`config.mk`:
```
export PLATFORM = sky130hd
export DESIGN_NAME = dsp_mac_sequencer
export DESIGN_NICKNAME = d
export VERILOG_FILES = /design/src/rtl/dsp_mac_sequencer.sv
export SDC_FILE = /design/constraint.sdc
export NUM_CORES = 1
export LEC_CHECK = 0
export BUFFER_PORTS_ARGS = -buffer_cell sky130_fd_sc_hd__buf_2
export CAP_MARGIN = 5
export CORE_MARGIN = 1.5
export CORE_UTILIZATION = 40
export CTS_CLUSTER_SIZE = 40
export DETAILED_ROUTE_END_ITERATION = 10
export PLACE_DENSITY_LB_ADDON = 0.3
export SYNTH_ARGS = -nofsm -noshare
export SYNTH_HDL_FRONTEND = slang
export SYNTH_SLANG_ARGS = --single-unit
```
`constraint.sdc`:
```
create_clock -name CLK -period 2.5 [get_ports CLK]
set_input_delay 0.125 -clock CLK [delete_from_list [all_inputs] [get_ports CLK]]
set_output_delay 0.125 -clock CLK [all_outputs]
set_load 0.02 [all_outputs]
```
`src/rtl/dsp_mac_sequencer.sv`:
```
// Operand/result sequencer for one DSP48A1 slice used as an unsigned dot-product MAC.
// Optional result clipping is enabled by defining MACSEQ_SAT_EN.
module dsp_mac_sequencer #(
  parameter int WIDTH_AB = 18,
  parameter int WIDTH_P  = 48,
  parameter int WIDTH_R  = 40,
  parameter int CNT_W    = 10,
  parameter int PIPE_LAT = 3,
  parameter int OPM_DLY  = 1
) (
  input  logic                CLK,
  input  logic                RST_N,
  input  logic                S_VALID,
  output logic                S_READY,
  input  logic [WIDTH_AB-1:0] S_A,
  input  logic [WIDTH_AB-1:0] S_B,
  input  logic                S_LAST,
  output logic [WIDTH_AB-1:0] DSP_A,
  output logic [WIDTH_AB-1:0] DSP_B,
  output logic [7:0]          DSP_OPMODE,
  input  logic [WIDTH_P-1:0]  DSP_P,
  output logic                R_VALID,
  input  logic                R_READY,
  output logic [WIDTH_R-1:0]  R_DATA,
  output logic [CNT_W-1:0]    R_COUNT,
  output logic                R_SAT
);

  localparam logic [7:0] OPM_START = 8'h01;
  localparam logic [7:0] OPM_ACC   = 8'h09;
  localparam logic [7:0] OPM_HOLD  = 8'h08;
  localparam logic [7:0] OPM_CLR   = 8'h00;

  localparam int DRAIN_N = PIPE_LAT + OPM_DLY;
  localparam int DRAIN_W = $clog2(DRAIN_N + 1);
  localparam logic [DRAIN_W-1:0] DRAIN_LAST = DRAIN_W'(DRAIN_N);

  typedef enum logic [1:0] {
    IDLE   = 2'd0,
    RUN    = 2'd1,
    DRAIN  = 2'd2,
    RESULT = 2'd3
  } state_t;

  state_t             state_r;
  logic [7:0]         opcode_r;
  logic [CNT_W-1:0]   beat_cnt_r;
  logic [DRAIN_W-1:0] drain_cnt_r;
  logic [7:0]         opm_pipe_r [OPM_DLY];
  logic               accept_s;

  function automatic logic [CNT_W-1:0] cnt_inc(input logic [CNT_W-1:0] c);
    if (c == {CNT_W{1'b1}}) begin
      return c;
    end else begin
      return c + CNT_W'(1);
    end
  endfunction

`ifdef MACSEQ_SAT_EN
  function automatic logic p_overflow(input logic [WIDTH_P-1:0] p);
    return (p >> WIDTH_R) != {WIDTH_P{1'b0}};
  endfunction
`else
  logic unused_p_s;
  assign unused_p_s = ^(DSP_P >> WIDTH_R);
`endif

  assign accept_s = S_VALID & S_READY;

  // Sequencer FSM: operand capture, opcode choice, pipeline drain and result hand-off.
  always_ff @(posedge CLK or negedge RST_N) begin
    if (!RST_N) begin
      state_r     <= IDLE;
      S_READY     <= 1'b0;
      R_VALID     <= 1'b0;
      R_DATA      <= {WIDTH_R{1'b0}};
      R_COUNT     <= {CNT_W{1'b0}};
      R_SAT       <= 1'b0;
      DSP_A       <= {WIDTH_AB{1'b0}};
      DSP_B       <= {WIDTH_AB{1'b0}};
      opcode_r    <= OPM_CLR;
      beat_cnt_r  <= {CNT_W{1'b0}};
      drain_cnt_r <= {DRAIN_W{1'b0}};
    end else begin
      case (state_r)
        IDLE, RUN: begin
          if (accept_s) begin
            DSP_A <= S_A;
            DSP_B <= S_B;
            if (state_r == IDLE) begin
              opcode_r   <= OPM_START;
              beat_cnt_r <= CNT_W'(1);
            end else begin
              opcode_r   <= OPM_ACC;
              beat_cnt_r <= cnt_inc(beat_cnt_r);
            end
            if (S_LAST) begin
              state_r     <= DRAIN;
              S_READY     <= 1'b0;
              drain_cnt_r <= {DRAIN_W{1'b0}};
            end else begin
              state_r <= RUN;
              S_READY <= 1'b1;
            end
          end else begin
            // A bubble inside an open vector must keep P; an idle slice is held clear.
            opcode_r <= (state_r == RUN) ? OPM_HOLD : OPM_CLR;
            S_READY  <= 1'b1;
          end
        end
        DRAIN: begin
          opcode_r <= OPM_HOLD;
          S_READY  <= 1'b0;
          if (drain_cnt_r == DRAIN_LAST) begin
            state_r <= RESULT;
            R_VALID <= 1'b1;
            R_COUNT <= beat_cnt_r;
`ifdef MACSEQ_SAT_EN
            if (p_overflow(DSP_P)) begin
              R_DATA <= {WIDTH_R{1'b1}};
              R_SAT  <= 1'b1;
            end else begin
              R_DATA <= DSP_P[WIDTH_R-1:0];
              R_SAT  <= 1'b0;
            end
`else
            R_DATA <= DSP_P[WIDTH_R-1:0];
            R_SAT  <= 1'b0;
`endif
          end else begin
            drain_cnt_r <= drain_cnt_r + DRAIN_W'(1);
          end
        end
        RESULT: begin
          opcode_r <= OPM_CLR;
          if (R_READY) begin
            state_r <= IDLE;
            R_VALID <= 1'b0;
            S_READY <= 1'b1;
          end else begin
            S_READY <= 1'b0;
          end
        end
        default: begin
          state_r  <= IDLE;
          opcode_r <= OPM_CLR;
          S_READY  <= 1'b0;
          R_VALID  <= 1'b0;
        end
      endcase
    end
  end

  // Opcode delay line so OPMODE reaches the slice together with its product.
  always_ff @(posedge CLK or negedge RST_N) begin
    if (!RST_N) begin
      for (int i = 0; i < OPM_DLY; i++) begin
        opm_pipe_r[i] <= OPM_CLR;
      end
    end else begin
      opm_pipe_r[0] <= opcode_r;
      for (int i = 1; i < OPM_DLY; i++) begin
        opm_pipe_r[i] <= opm_pipe_r[i-1];
      end
    end
  end

  assign DSP_OPMODE = opm_pipe_r[OPM_DLY-1];

endmodule

```
-- Yosys cells after proc, flatten, opt, wreduce, memory -nomap -nowiden
Cells that the tools add are included.
- register bits: 119
- input port bits: 89
- output and inout port bits: 97
- word-level logic and storage cells: 57
- add/subtract/negate cells: 2
- equal/unequal tests: 11
- mux-type cells: 22
- bitwise operators: 1
- reduce and logical (&&, ||, !) cells: 10
- operator list (cell ; count):
    8-bit one-hot mux with 3 select lines ; 1
    10-bit two-way mux ; 2
    2-bit != test (second input constant) ; 6
    10-bit by 1-bit adder with 10-bit output (second input constant) ; 1
    10-bit equality test (second input constant) ; 1
    3-bit two-way mux ; 3
    3-bit AND reduction ; 3
    2-bit two-way mux ; 4
    4-bit two-way mux ; 2
    8-bit two-way mux ; 1
    2-bit one-hot mux with 3 select lines ; 1
    3-bit one-hot mux with 2 select lines ; 1
    1-bit two-way mux ; 5
    2-bit equality test (second input constant) ; 2
    2-bit AND reduction ; 2
    4-bit AND reduction ; 1
    2-bit nonzero test ; 2
    3-bit by 1-bit adder with 3-bit output (second input constant) ; 1
    3-bit equality test (second input constant) ; 1
    1-bit one-hot mux with 3 select lines ; 1
    2-bit by 1-bit equality test with 1-bit output (second input constant) ; 1
    2-bit zero test ; 1
    1-bit one-hot mux with 2 select lines ; 1
    2-bit OR reduction ; 1
    1-bit bitwise AND ; 1

-- Logic depth before layout (Yosys ltp)
- word-level depth: 4
- mapped depth: 9
- gate-level depth less buffers: 6

-- Worst setup path after synthesis
No wires, ideal clock.
- kind: register to register
- start: register state_r[1]
- end: register state_r[1]
- setup time: 0.082 ns
- arrival time: 1.717 ns
- required time: 2.418 ns
- path slack: 0.701 ns
- stages on the path, launching flop included: 8
- clock period less this slack: 1.799 ns
- cell sequence: dfrtp_1 > inv_1 > ha_1 > buf_6 > or2_4 > a222oi_1 > a21oi_1 > a31oi_1
- word-level cells in the longest chain between the ends: 4
- ends and longest elaborated chain (element ; line ; text):
    from (decl) ; 45 ; state_t state_r;
    from (signal assigned) ; 74 ; state_r <= IDLE;
    from (signal assigned) ; 99 ; state_r <= DRAIN;
    from (signal assigned) ; 103 ; state_r <= RUN;
    2-bit by 1-bit equality test with 1-bit output or 2-bit zero test (tied branches) ; 86 ; case (state_r)
    2-bit OR reduction ; 86 ;
    2-bit != test (no line) ; - ;
    3-bit AND reduction (no line) ; - ;
Several ways; a longest one is shown, not always the timed one.
A chain may end at the register's enable or synchronous reset.

-- Worst setup path after layout
Same ends and word-level chain as after synthesis.

==> results.cfg <==
[run_status]
status = finished clean

[placement]
place_worst_setup_slack_ns = 0.596
portBuffers = 170
dp_hpwl_mm = 6.65
gp_congestion = 0.763

[critical_path]
required_ns = 2.79
path_max_fanout = 6
cp.arrival_ns = 2.20
worstSetupPathType = flip-flop to flip-flop
cp-end-kind = flip-flop
rr_worst_depth = 6
timing.critical_path.from_type = flip-flop

[timing]
slew_headroom = 0.388
finalMaxSlewViolations = 0
min_period_ns = 1.92
fmax_mhz = 522
period_share = 0.766
rsz0062_at_grt = no
hold_violations = 0
tns_ns = 0
tightest_slew_ns = 0.918
skew_ns = 0.00875
setup_slack_ns = 0.584
setup_violations = 0

[synthesis]
synth_area_um2 = 4390
synth_top_area_frac = 0.610
yosysWarnings = 0
synthTopCellsByCount = nand2_1 (128), dfrtp_1 (107), mux2_2 (46)
yosysTopAreaCell = dfrtp_1
synth.top_cells.by_area = dfrtp_1 (61%), mux2_2 (12%), nand2_1 (11%)
synth_edf_count = 0
ys_ff_latch = 107
synthDistinctLibCells = 38
syn_area_per_cell_um2 = 11.2
ys_async_sr_fraction = 1.00
yosysSeqAreaShare = 0.610
synthCells = 393
synthFlopType = dfrtp_1
yosysMostFrequentCell = nand2_1

[drt]
drt_iter0_drc = 119
vias = 3691
dr.pass1.iters = 4
drc_errors = 0
drt_wl_total_mm = 10.8
vias_per_cell = 4.71
drtAntennaViolNets = 0
wl_per_cell_um = 13.7

[clock_tree]
cts_htree_levels = 3
cts_tree = yes
cts.sinks = 107
clk_path_buf_depth = 2
cts_root_buffer = clkbuf_8
clk_latency_ns = 0.36
post-cts-setup-buffers = 0
numCtsBuffers = 9
cts_resized = 0
clk_pin_slew_ns = 0.10

[cells_and_area]
nNetsFinal = 735
fillers = 869
drive_gt1_frac = 0.380
area_growth_pct = 44.7
final_core_util = 0.591
num_antenna_cells = 0

[global_route]
track_usage = 0.192
grt_pass1_vias = 3720
grt-ovfl-total = 0
grt_max_degree = 75
antenna_found_initial = 0
grt_pass1_wl_mm = 17.5

[die]
ios = 186
die_area_um2 = 11600
die_height_um = 108
start_util = 0.408
rows = 38
die_w_um = 108
coreArea_um2 = 10700

[min_path]
whs_path_depth = 2
hold_class = input port to flip-flop

[pwr]
max-vdd-ir-drop_v = 0.000552
p_per_area_nw_per_um2 = 1120
p_total_mw = 7.13
leakage_nw = 3.30

[job]
drv_cap = 0
-- worst paths after layout --
check | start | end | slack (ns)
setup / recovery | state_r[1]$_DFFE_PN0P_ | state_r[1]$_DFFE_PN0P_ | 0.58
setup reg to reg | state_r[1]$_DFFE_PN0P_ | state_r[1]$_DFFE_PN0P_ | 0.58
max in group asynchronous | RST_N | R_DATA[25]$_DFFE_PN0P_ | 1.26
hold reg to reg | opcode_r[0]$_DFF_PN0_ | DSP_OPMODE[0]$_DFF_PN0_ | 0.35
min in group asynchronous | RST_N | R_DATA[6]$_DFFE_PN0P_ | 0.43
hold / removal | DSP_P[29] | R_DATA[29]$_DFFE_PN0P_ | 0.06
-- stage by stage --
stage,instance area [µm²],instances,hold slack (ns)
CTS,6350,784,0.0209
global route,6350,784,0.0382
finish,6350,784,0.0605
detailed placement,5380,691,0.317
floorplan,4410,399,-0.171
global placement,5380,691,0.310
-- flip-flops by register name, summed over array words and instances, names as in the netlist --
| register | count |
|---|---|
| beat_cnt_r | 10 |
| R_COUNT | 10 |
| opcode_r | 2 |
| drain_cnt_r | 3 |
| state_r | 2 |
| S_READY | 1 |
| R_DATA | 40 |
| DSP_OPMODE | 2 |
| R_VALID | 1 |
| DSP_A | 18 |
| DSP_B | 18 |
-- per-layer routing --
metal,up-vias,track usage,wire (µm)
li1,1792,-,-
met1,1722,0.237,4600
met2,164,0.321,4990
met3,13,0.0521,998
met4,0,0.0733,172
met5,-,0,0
-- logic make-up after synthesis --
family,synth area share
buffers and inverters,0.0385
muxes,0.123
DFF,0.610
adders and majority gates,0.0200
and+or+nand+nor,0.139
AOI/OAI and AO/OA,0.0696
other,0.000854
-- what timing repair did --
action                                 in CTS  in global routing
hold buffers                               77                  0
endpoints found under the hold margin     148                  0
setup endpoints to repair                   0                  0
-- critical path: stages (launching register included) --
cell and delay, ns:
dfrtp_1 0.46, inv_1 0.09, ha_1 0.23, or2_4 0.27
a222oi_1 0.49, a21oi_1 0.13, a31oi_1 0.17
-- final cells by class --
cell class	count	area [µm²]	share of cell area
inverter	9	33.8	0.00532
tap	140	175	0.0276
sequential	107	2680	0.422
clock inverter	4	32.5	0.00512
timing repair buffer	254	1690	0.266
clock buffer	12	165	0.0260
multi-input combinational	258	1580	0.248
-- power by group --
part,internal [mW],total [mW],switching [mW]
logic,1.25,3.18,1.93
registers,2.49,2.93,0.446
clock network,0.450,1.02,0.570
total,4.19,7.13,2.94
-- placed cells by master (no fill, tap or decap), types with 5 or more instances in the layout --
cell type      synthesis  final
a21oi_1               10     10
a31oi_1                5      5
buf_2                  6    169
buf_4                  7      7
clkbuf_8               0     12
conb_1                 1      7
dfrtp_1              107    107
dlygate4sd3_1          0     77
ha_1                   7      7
inv_1                  9      9
mux2_2                46     46
nand2_1              128    128
nor2_1                 6      5
o211ai_1               5      5
o21ai_0                9      9
Note: power is estimated with default switching activity, not from simulation.
